### src/rtl/stack_pkg.sv
// Shared definitions for the parameterised LIFO stack: overflow policy
// selection and the pointer-width helper used to size sp and count.
package stack_pkg;

    typedef enum logic {
        STK_REJECT = 1'b0,
        STK_WRAP   = 1'b1
    } stack_mode_e;

    // Depth is a power of two >= 2, so this is exactly log2(depth).
    function automatic int ptr_width(input int depth);
        return (depth > 1) ? $clog2(depth) : 1;
    endfunction

endpackage

### src/rtl/stack_mem.sv
// Stack storage: DEPTH x WIDTH array with one synchronous write port and one
// asynchronous read port. No reset; contents are only observed when valid.
module stack_mem #(
    parameter int WIDTH = 12,
    parameter int DEPTH = 8,
    parameter int AW    = 3
) (
    input  logic             clk,
    input  logic             we,
    input  logic [AW-1:0]    waddr,
    input  logic [WIDTH-1:0] wdata,
    input  logic [AW-1:0]    raddr,
    output logic [WIDTH-1:0] rdata
);

    logic [WIDTH-1:0] mem_q [DEPTH];

    always_ff @(posedge clk) begin
        if (we) begin
            mem_q[waddr] <= wdata;
        end
    end

    assign rdata = mem_q[raddr];

endmodule

### src/rtl/param_stack.sv
// LIFO stack with selectable overflow policy (reject or wrap over the oldest
// entry), replace-top on simultaneous push+pop, and sticky error flags.
module param_stack
    import stack_pkg::*;
#(
    parameter int          WIDTH = 12,
    parameter int          DEPTH = 8,
    parameter stack_mode_e MODE  = STK_REJECT
) (
    input  logic                      clk,
    input  logic                      rst,
    input  logic                      push,
    input  logic                      pop,
    input  logic                      clr_err,
    input  logic [WIDTH-1:0]          writeData,
    output logic [WIDTH-1:0]          readData,
    output logic [ptr_width(DEPTH):0] count,
    output logic                      full,
    output logic                      empty,
    output logic                      overflow,
    output logic                      underflow
);

    localparam int          PW      = ptr_width(DEPTH);
    localparam logic [PW:0]   CNT_MAX = (PW+1)'(DEPTH);
    localparam logic [PW:0]   CNT_ONE = (PW+1)'(1);
    localparam logic [PW-1:0] PTR_ONE = PW'(1);

    logic [PW-1:0]    sp_q, sp_d;
    logic [PW:0]      count_q, count_d;
    logic             ovf_q, ovf_d;
    logic             unf_q, unf_d;
    logic             memWe;
    logic [PW-1:0]    memWaddr;
    logic [PW-1:0]    spTop;
    logic [WIDTH-1:0] memRdata;
    logic             isFull, isEmpty;

    assign spTop   = sp_q - PTR_ONE;
    assign isFull  = (count_q == CNT_MAX);
    assign isEmpty = (count_q == '0);

    // Flag-setting events override a same-cycle clr_err.
    always_comb begin
        sp_d     = sp_q;
        count_d  = count_q;
        ovf_d    = ovf_q & ~clr_err;
        unf_d    = unf_q & ~clr_err;
        memWe    = 1'b0;
        memWaddr = sp_q;
        if (push && pop && !isEmpty) begin
            memWe    = 1'b1;
            memWaddr = spTop;
        end else if (push) begin
            if (!isFull) begin
                memWe   = 1'b1;
                sp_d    = sp_q + PTR_ONE;
                count_d = count_q + CNT_ONE;
            end else begin
                ovf_d = 1'b1;
                if (MODE == STK_WRAP) begin
                    memWe = 1'b1;
                    sp_d  = sp_q + PTR_ONE;
                end
            end
        end else if (pop) begin
            if (!isEmpty) begin
                sp_d    = spTop;
                count_d = count_q - CNT_ONE;
            end else begin
                unf_d = 1'b1;
            end
        end
    end

    always_ff @(posedge clk or negedge rst) begin
        if (!rst) begin
            sp_q    <= '0;
            count_q <= '0;
            ovf_q   <= 1'b0;
            unf_q   <= 1'b0;
        end else begin
            sp_q    <= sp_d;
            count_q <= count_d;
            ovf_q   <= ovf_d;
            unf_q   <= unf_d;
        end
    end

    stack_mem #(
        .WIDTH (WIDTH),
        .DEPTH (DEPTH),
        .AW    (PW)
    ) u_mem (
        .clk   (clk),
        .we    (memWe & rst),
        .waddr (memWaddr),
        .wdata (writeData),
        .raddr (spTop),
        .rdata (memRdata)
    );

    assign readData  = isEmpty ? '0 : memRdata;
    assign count     = count_q;
    assign full      = isFull;
    assign empty     = isEmpty;
    assign overflow  = ovf_q;
    assign underflow = unf_q;

endmodule
### config.mk
export PLATFORM = sky130hd
export DESIGN_NAME = param_stack
export DESIGN_NICKNAME = d
export VERILOG_FILES = /design/src/rtl/stack_pkg.sv /design/src/rtl/stack_mem.sv /design/src/rtl/param_stack.sv
export SDC_FILE = /design/constraint.sdc
export NUM_CORES = 1
export LEC_CHECK = 0
export CORE_UTILIZATION = 50
export CTS_BUF_LIST = sky130_fd_sc_hd__clkbuf_8 sky130_fd_sc_hd__clkbuf_16
export DETAILED_ROUTE_END_ITERATION = 8
export PLACE_DENSITY = 0.71
export SLEW_MARGIN = 5
export SYNTH_ARGS = -nofsm -noshare
export SYNTH_HDL_FRONTEND = slang
export SYNTH_HIERARCHICAL = 1
export SYNTH_SLANG_ARGS = --single-unit
### constraint.sdc
create_clock -name clk -period 2.8 [get_ports clk]
set_input_delay 0.56 -clock clk [delete_from_list [all_inputs] [get_ports clk]]
set_output_delay 0.56 -clock clk [all_outputs]
set_load 0.05 [all_outputs]
# After elaboration in Yosys (flattened, before gate mapping)
# Memory sizes are Yosys's and may differ from the RTL's.
# Cells that the tools add are included.
# W data, S select, Z words.
[totals]
output_inout_bits = 20
latch_bits = 0
reg_bits = 9
word_cells = 45
memories = 1
ramBits = 96
rom_bits = 0
in_bits = 17
[mem_list]
columns = ["name", "depth", "width", "read_ports", "rd_ports_with_merged_regs", "wr", "line_no", "source"]
rows = [
  ["u_mem.mem_q", 8, 12, 1, 0, 1, "stack_mem.sv:16", "logic [WIDTH-1:0] mem_q [DEPTH];"],
]
[classes]
div_mod_pow = 0
n_bitwise = 5
n_eq_ne = 3
n_mux = 22
order_cmp = 0
n_addsub = 4
shifts = 0
multipliers = 0
n_reduce_logical = 6
[op_table]
columns = ["cell", "n"]
rows = [
  ["$mux W4", 4],
  ["$mux W3", 5],
  ["$mux W1", 12],
  ["$mux W12", 1],
  ["$add A4 B1 Y4 const B", 1],
  ["$eq A4 B4 Y1 const B", 1],
  ["$logic_not A4 Y1", 1],
  ["$ne A2 B2 Y1 const B", 2],
  ["$reduce_and A4 Y1", 1],
  ["$sub A4 B1 Y4 const B", 1],
  ["$add A3 B1 Y3 const B", 1],
  ["$and A1 B1 Y1", 3],
  ["$sub A3 B1 Y3 const B", 1],
  ["$logic_and A1 B1 Y1", 2],
  ["$not A1 Y1", 2],
  ["$reduce_bool A2 Y1", 1],
  ["$logic_not A1 Y1", 1],
]

# Longest topological paths before layout
# Gate-level depths: netlist of run 1.
[depth]
depth_word = 7
mapped_depth = 8
ltp_nobuf = 7

# By module
# Netlist of run 1, hierarchy kept.
[by_module_without_submodules]
columns = ["module", "cells_each", "n_inst", "seq_area_each_um2", "area_per_inst_um2"]
rows = [
  ["stack_mem", 152, 1, 2882.8, 3747.3],
  ["param_stack", 74, 1, 225.2, 689.4],
]

# Worst setup path before layout of run 1
# Ideal clock, no wire load.
[synth_path]
kind = "register to register"
startpoint = "register count_q[0], in the netlist count[0]"
endpoint = "memory u_mem.mem_q[0][0], enable pin"
synth_period_minus_slack_ns = 3.132
path_stages_with_launch = 7
t_required_ns = 2.404
arrival_time_ns = 2.736
setup_slack_ns = -0.332
path_buffers = 0
setup_time_ns = 0.396
path_cell_list = "dfrtp_1 nor4_1 nand3b_1 nor2_1 xor2_1 nand2b_1 nor3_1"
[synth_between]
word_cells_on_any_way = 11
cone_classes = "1 x eq/ne; 6 x mux; 1 x bitwise; 3 x reduce/logical"
[synth_rtl]
columns = ["element", "line_no", "source"]
rows = [
  ["start, declared", "param_stack.sv:30", "logic [PW:0] count_q, count_d;"],
  ["start signal, assigned", "param_stack.sv:84", "count_q <= count_d;"],
  ["$logic_not A4 Y1", "param_stack.sv:41", "assign isEmpty = (count_q == '0);"],
  ["$logic_not A1 Y1", "--", ""],
  ["$logic_and A1 B1 Y1", "param_stack.sv:51", "if (push && pop && !isEmpty) begin"],
  ["$mux W3", "param_stack.sv:51", ""],
  ["net memWaddr[2]", "param_stack.sv:34", "logic [PW-1:0] memWaddr;"],
  ["end, declared", "stack_mem.sv:16", ""],
]
# The timed path passes the listed nets, and every way through them passes these cells.

# Worst setup path after layout of run 1
[layout_path]
startpoint = "register sp_q[0]"
endpoint = "output readData[10]"
[layout_between]
elab_chain_cells = 3
[layout_lines]
columns = ["element", "line_no", "source"]
rows = [
  ["start, declared", "param_stack.sv:29", "logic [PW-1:0] sp_q, sp_d;"],
  ["start signal, assigned", "param_stack.sv:83", "sp_q <= sp_d;"],
  ["$sub A3 B1 Y3", "param_stack.sv:39", "assign spTop = sp_q - PTR_ONE;"],
  ["net spTop[0]", "param_stack.sv:35", "logic [PW-1:0] spTop;"],
  ["$mem_v2 Z8 W12", "--", ""],
  ["net memRdata[10]", "param_stack.sv:36", "logic [WIDTH-1:0] memRdata;"],
  ["$mux W12", "param_stack.sv:103", "assign readData = isEmpty ? '0 : memRdata;"],
  ["end, declared", "param_stack.sv:16", "output logic [WIDTH-1:0] readData,"],
]
# The timed path passes the listed nets, and every way through them passes these cells.

==> summary.md, run 1 <==
For the wire length of the first global-routing pass, the log shows 12200 um. The average size of a mapped cell was 19.6 um2; the net count reported at finish was 318. The largest clock skew in the final design is 18.3 ps, and the actual transition at the worst max-transition pin is 525 ps. When the netlist entered floorplanning its net count stood at 248. TritonCTS built the clock tree.

The critical path starts at sp_q[0]. The logs give 340 MHz for the maximum clock frequency and 2 for the worst-case clock buffer depth. The run finished, with violations left. Routability-driven placement finished with a final weighted congestion of 0.759. The Yosys step of the flow raised 6 warnings. In this run the horizontal extent of the chip is 96.2 um.

For this run, asynchronously set or reset flops after synthesis account for 8.57%. The worst register-to-register path ends at u_mem/mem_q[0][7]. The later-pin clock latency in the skew report is 360 ps.

The combined buffer and inverter count along the critical path is 3. The class of the tightest hold or removal check is in2async. TritonCTS created 9 clock buffers. The setup violation total in the final timing report was 12; the iteration count of the initial detailed-routing pass was 4. The share of the clock period used by the worst path was 105%.

The total die area was 9250 um2; the setup slack of the critical path after layout was -144 ps. Broken down by cell family, the worst path's largest delay share belongs to multiplexers. The category of the worst setup path launch point was a flip-flop.

For flop-to-flop paths, the worst setup slack is 590 ps. 37 I/O pins were placed. The critical path goes through inv_2 > ha_4 > xor2_4 > buf_6 > mux4_2 > mux2_4 > nor2b_1 > buf_6. The cell type with the highest aggregate area in the netlist was sky130_fd_sc_hd__edfxtp_1. The logs give 64.9% for the worst slew margin relative to its limit and 8070 um for the sum of routed wire length over all layers. For the number of library cell types mapped by synthesis, the log shows 33.

Entering global routing, the biggest net connects 21 pins. After legalization and detailed placement, the total HPWL measured 5260 um. By instance count, the leading cell after synthesis is sky130_fd_sc_hd__edfxtp_1. Cell type with the highest occurrence count on the critical path: sky130_fd_sc_hd__buf_6. The synthesized design devotes to its leading area cell type 65.0% of total area. Timing analysis after detailed placement gives a worst setup slack of 100 ps. For this block, the via count after detailed routing is 2258.

The area growth from synthesis to layout is 21.2%. The tools report the worst endpoint data arrival time as 2380 ps. The logs give 2240 ps for the worst path required time and 0 for the number of routed nets with antenna violations.

The worst setup path is captured at a primary output. In this run the cell area of the synthesized design comes to 4440 um2. Setup repair after global routing could not meet its margin everywhere. Synthesis inferred 105 register bits. The tools report the initial standard-cell utilization of the core as 51.4%. The height of the die was 96.2 um. Yosys attributes the largest share of cell area to sky130_fd_sc_hd__edfxtp_1 (65%), sky130_fd_sc_hd__mux4_1 (12%), sky130_fd_sc_hd__dfrtp_1 (5.1%). In this run, synthesis inferred 96 flip-flops with an integrated enable. In this run the worst path has a maximum fanout of 9. The run gives 0 as the number of endpoints with negative hold slack in the final report. The logic depth of the worst setup path including buffers works out to 8.

In the routed design, unresolved DRC markers number 0. The critical path class was reg2out. The area of the core region was 8640 um2. The utilization of the core after routing was 62.2%.

After detailed routing, the average wire length per cell comes to 19.7 um. The slowest stage of the critical path belongs to the cell sky130_fd_sc_hd__dfrtp_1. Across the run, the number of max-cap violations was 0.

The average via count per standard cell is 5.52, and the initial DRC count is 113. The tools report the max-slew violation count as 0. The final reports fail on negative setup slack. The residual overflow from global routing came out at 0. The critical register-to-register path startpoint is count[1]. The worst path in the final design needs a cycle of 2940 ps, including I/O delays and setup. The overall global routing resource usage is 19.2%.

After clock tree synthesis, the clock-pin slew on the worst setup and hold paths is 110 ps. The number of antenna violations at the first check in global routing was 0. The clock drives 105 sinks.

Prevailing post-synth register cell: sky130_fd_sc_hd__edfxtp_1. The cell depth of the worst flop-to-flop path was 7; the instance count of the mapped netlist was 226. By count the netlist is led by sky130_fd_sc_hd__edfxtp_1 (96), sky130_fd_sc_hd__mux4_1 (21), sky130_fd_sc_hd__mux2_2 (13).

Antenna diode count: 0. For this run, the slowest stage of the critical path takes 420 ps. The tools report the buffer type at the clock tree root as sky130_fd_sc_hd__clkbuf_8.

The quantity of I/O buffers inserted on ports is 36. The post-route netlist has 33.2% of its cells at a drive strength greater than 1. The H-tree was split into 3 levels.

The via count of the first global-routing pass is 2222. In this run the core area contains 34 standard-cell rows. In this run the worst setup path terminates at readData[10]. The run gives 70.1% as the share of synthesized area occupied by flip-flops and latches.
[through the flow]
stage	cell area [um2]	hold WS, ps	setup TNS [ps]	cells
after floorplan	4470	264	-940	226
after global placement	5100	476	0	389
after detailed placement	5100	492	0	389
after CTS	5420	506	-1240	411
after global routing	5380	517	-2290	409
final	5380	512	-1020	409
[cell families after synthesis]
| kind of cell | synth area share [%] |
|---|---|
| DFF | 70.1 |
| xor gates and xnor gates | 1.95 |
| AOI/OAI and AO/OA | 2.48 |
| buffers and inverters | 2.40 |
| muxes | 17.3 |
| adders and majority gates | 1.58 |
| and+or+nand+nor | 4.29 |
[timing repair]
action                     CTS  global route
pin swaps                    2             1
gates cloned                 1             0
buffers inserted             5             1
hold buffers                 0             0
setup endpoints to repair   12            13
gates resized for setup     19             3
[cells in the final DEF, fill, tap and decap left out, drive strengths merged]
cell           count
nor4               1
and3               1
clkinv             3
nand3b             1
mux2              13
o311a              1
buf               46
dfrtp              9
inv               12
nor2b             12
a32o               1
a31oi              1
xor2               4
a211o              1
fa                 1
edfxtp            96
o21ai              3
nand2b             3
clkinvlp           1
nand3              1
o32ai              1
dlymetal6s2s       1
ha                 4
clkdlybuf4s50     22
mux4              24
nor3               3
nor2               9
clkbuf             9
xnor2              5
o211a              1
a21oi              3
o22a               1
o21ba              1
nand2              6
[worst min-delay path by stage]
| stage | startpoint | slack [ps] | end | cells after the start |
|---|---|---|---|---|
| floorplan | rst | 260 | count[0] | 0 |
| global placement | underflow | 480 | underflow | 1 |
| detailed placement | underflow | 490 | underflow | 1 |
| CTS | rst | 510 | underflow | 2 |
| global route | rst | 520 | underflow | 2 |
| finish | rst | 510 | count[0] | 2 |
[routing by layer]
metal  global-route usage, %  up-vias  routed length (um)
met2                    31.6       38                4090
li1                        -     1047                   -
met1                    25.5     1163                3600
met3                    3.95       10                 226
met4                    6.59        0                 155
met5                       0        -                   0
[registers in the layout (all words and copies together), names as in the netlist]
| name | cells |
|---|---|
| u_mem/mem_q | 96 |
| underflow | 1 |
| sp_q | 3 |
| overflow | 1 |
| count | 4 |
[cell type report]
class | count | area [um2]
Clock buffer | 9 | 124
Fill cell | 603 | 3260
Inverter | 9 | 33.8
Multi-Input combinational cell | 102 | 1280
Timing Repair Buffer | 69 | 619
Clock inverter | 7 | 70.1
Tap cell | 108 | 135
Sequential cell | 105 | 3110
Power of run 1 is left out: the tool's default activity adds up to more than one toggle a clock period on the data nets, which glitch-free logic cannot reach.
==> run 2: changes to the inputs <==
--- a/config.mk
+++ b/config.mk
@@ -5,6 +5,7 @@
 export SDC_FILE = /design/constraint.sdc
 export NUM_CORES = 1
 export LEC_CHECK = 0
+export CORE_MARGIN = 10
 export CORE_UTILIZATION = 50
 export CTS_BUF_LIST = sky130_fd_sc_hd__clkbuf_8 sky130_fd_sc_hd__clkbuf_16
 export DETAILED_ROUTE_END_ITERATION = 8
==> run 2 against run 1 <==
  * The run still ends with negative setup slack left
  * Critical path depth unchanged
  * Clock-buffer cell count unchanged
  * First-iteration DRC count is 12% higher
  * Critical path type unchanged
  * Maximum frequency increased by 0.72%
  * Non-clock buffer count did not move
  * Utilization increased by 0.69 points
  * Critical endpoint is now readData[4]
==> summary.md, run 2 (same netlist as run 1, synthesis figures left out) <==
The run gives 342 MHz (was 340 MHz) as the maximum clock frequency. The number of flip-flops under the largest register name was 96 (unchanged). The logs give 13500 um (was 12200 um) for the wire length of the first global-routing pass and 8.63 ps (was 18.3 ps) for the largest clock skew in the final design.

Residual overflow from global routing: 0 (unchanged). The overall global routing resource usage is 13.6% (was 19.2%). The logs give 2366 (was 2222) for the via count of the first global-routing pass and 2360 ps (was 2380 ps) for the worst endpoint data arrival time. The routed length per placed instance was 21.2 um (was 19.7 um). The area growth from synthesis to layout came out at 23.1% (was 21.2%).

The iteration count of the initial detailed-routing pass is 4 (unchanged). Nature of the critical path endpoint: a primary output (unchanged). Launch point of the critical path: sp_q[0] (unchanged). The worst-case clock buffer depth came out at 2 (unchanged).

The max-slew violation count is 0 (unchanged), and the clock period minus final worst setup slack is 2920 ps (was 2940 ps). The average via count per standard cell works out to 5.63 (was 5.52). The overall die width was 114 um (was 96.2 um); the antenna diode count was 0 (unchanged). The initial standard-cell utilization of the core is 51.1% (was 51.4%), and the total number of vias is 2304 (was 2258).

The later-pin clock latency in the skew report is 360 ps (about the same), and the cell depth of the worst flop-to-flop path is 7 (unchanged). The class of the tightest hold or removal check is reg2reg (was in2async). The critical hold path startpoint was underflow.

The clock transition at the register clock pins on the worst setup and hold paths after CTS was 90 ps (was 110 ps); the post-placement cell area was 5080 um2 (was 5100 um2). The DRC violations left was 0 (unchanged); the number of routed nets with antenna violations was 0 (unchanged). The run gives -123 ps (was -144 ps) as the setup slack of the critical path after layout. Setup repair after global routing could not meet its margin everywhere.

Count of max-cap constraint violations: 0 (unchanged). Commonest non-fill, non-tap cell in the layout: sky130_fd_sc_hd__edfxtp_1 (unchanged). The height of the die works out to 114 um (was 96.2 um).

The number of sinks driven by the clock tree is 105 (unchanged), and the worst path required time is 2240 ps (about the same). The critical path class was reg2out (unchanged). The quantity of I/O buffers inserted on ports was 36 (unchanged). The tools report the top-level I/O count as 37 (unchanged).

The critical register-to-register path startpoint is count[1] (unchanged). Violations in the final reports: negative setup slack (unchanged). The worst reg2reg path endpoint was u_mem/mem_q[5][1] (was u_mem/mem_q[0][7]). The run gives 5450 um (was 5260 um) as the post-detailed-placement half-perimeter wirelength.

The critical-path maximum fanout is 5 (was 9). Critical path capture point: readData[4] (was readData[10]). The number of antenna violations at the first check in global routing is 0 (unchanged), and the actual transition at the worst max-transition pin is 509 ps (was 525 ps). Final standard cell area without fillers: 5460 um2 (was 5380 um2).

The fraction of final layout cells sized beyond drive strength 1 works out to 34.9% (was 33.2%). The tools report the area of the core region as 8680 um2 (was 8640 um2). The number of buffers added by the clock tree synthesis step was 9 (unchanged); the net count reported at finish was 318 (unchanged).

Category of the worst setup path launch point: a flip-flop (unchanged). The pin count of the biggest net entering global routing came out at 19 (was 21). The buffer type at the clock tree root is sky130_fd_sc_hd__clkbuf_8 (unchanged). The run gives 510 ps (was 590 ps) as the setup slack of the worst register-to-register path. The initial DRC count came out at 127 (was 113).

For the number of endpoints with negative hold slack in the final report, the log shows 0 (unchanged). For the number of standard-cell rows in the floorplan, the log shows 34 (unchanged). The total die area came out at 13000 um2 (was 9250 um2). Final weighted congestion of routability-driven global placement: 0.744 (was 0.759).

The tools report the sum of routed wire length over all layers as 8660 um (was 8070 um). Leading cell types in the layout, fill and taps excluded: sky130_fd_sc_hd__edfxtp_1 (96), sky130_fd_sc_hd__buf_4 (27), sky130_fd_sc_hd__clkdlybuf4s50_1 (22) (was sky130_fd_sc_hd__edfxtp_1 (96), sky130_fd_sc_hd__buf_4 (35), sky130_fd_sc_hd__clkdlybuf4s50_1 (22)). The run gives 645 (was 603) as the number of fill cells. The register bank with the most flops was u_mem/mem_q (unchanged). The tools report the setup violation total in the final timing report as 12 (unchanged).

The flow ran to the end, but the final reports show violations. For the worst slew margin relative to its limit, the log shows 66.0% (was 64.9%). The maximum level of the CTS H-tree came out at 3 (unchanged). TritonCTS built the clock tree. The share of the clock period used by the worst path works out to 104% (was 105%).
==> run 2: cell count changes in the layout (fill, tap and decap cells not counted), moves of 3 or more <==
cell                      previous run  this run
sky130_fd_sc_hd__buf_4              35        27
sky130_fd_sc_hd__mux4_2              6        10
sky130_fd_sc_hd__mux4_1             18        14
sky130_fd_sc_hd__nor2b_2             9         3
sky130_fd_sc_hd__mux2_2             12         6
sky130_fd_sc_hd__mux2_4              1         7
sky130_fd_sc_hd__nor2b_1             3         0
sky130_fd_sc_hd__buf_6              11        17
sky130_fd_sc_hd__nor2b_4             0         9
==> run 2: how the worst min path moves through the flow <==
stage | to | slack, ps | cells past startpoint
after floorplan | count[0] | 260 | 0
after detailed placement | underflow | 490 | 1
final | underflow | 510 | 1
after global placement | underflow | 480 | 1
after CTS | underflow | 510 | 1
after global routing | sp_q[0] | 540 | 2
==> run 2: critical path, stage by stage, from the launching register on <==
cell and delay (ps):
sky130_fd_sc_hd__dfrtp_1 410, sky130_fd_sc_hd__inv_2 110, sky130_fd_sc_hd__ha_4 170, sky130_fd_sc_hd__xor2_4 260, sky130_fd_sc_hd__buf_6 180, sky130_fd_sc_hd__mux4_2 300, sky130_fd_sc_hd__mux2_4 280, sky130_fd_sc_hd__nor2b_4 130
sky130_fd_sc_hd__buf_8 160
==> run 2: final cells by class <==
cell class | instances | area (um2) | share of cell area (%)
sequential | 105 | 3110 | 56.9
multi-input combinational | 102 | 1350 | 24.6
timing repair buffer | 69 | 662 | 12.1
tap | 108 | 135 | 2.47
clock buffer | 9 | 124 | 2.27
clock inverter | 7 | 53.8 | 0.985
inverter | 9 | 33.8 | 0.619
==> run 2: repair_timing <==
action                                 4_1_cts  5_1_grt
buffers inserted                             2        2
setup endpoints to repair                   12       13
gates cloned                                 3        0
gates resized for setup                     48        6
pin swaps                                    2        1
endpoints found under the hold margin        0        0
hold buffers                                 0        0
==> run 2: layer usage <==
layer,track usage [%],part of all wire [%]
met1,17.8,46
met2,22.2,50
met3,2.99,3.6
met4,4.51,0.81
met5,0,0
==> run 2: through the flow <==
step | hold WS [ps] | cells | setup WS, ps | util (%) | TNS (ps)
floorplan | 264 | 226 | -64.4 | - | -940
global placement | 479 | 386 | 123 | 58.5 | 0
detailed placement | 486 | 386 | 74.0 | 58.5 | 0
CTS | 507 | 407 | -111 | 62.7 | -1210
global route | 544 | 409 | -197 | 62.9 | -2220
finish | 513 | 409 | -123 | 62.9 | -1170
Power of run 2 is left out for the same reason.
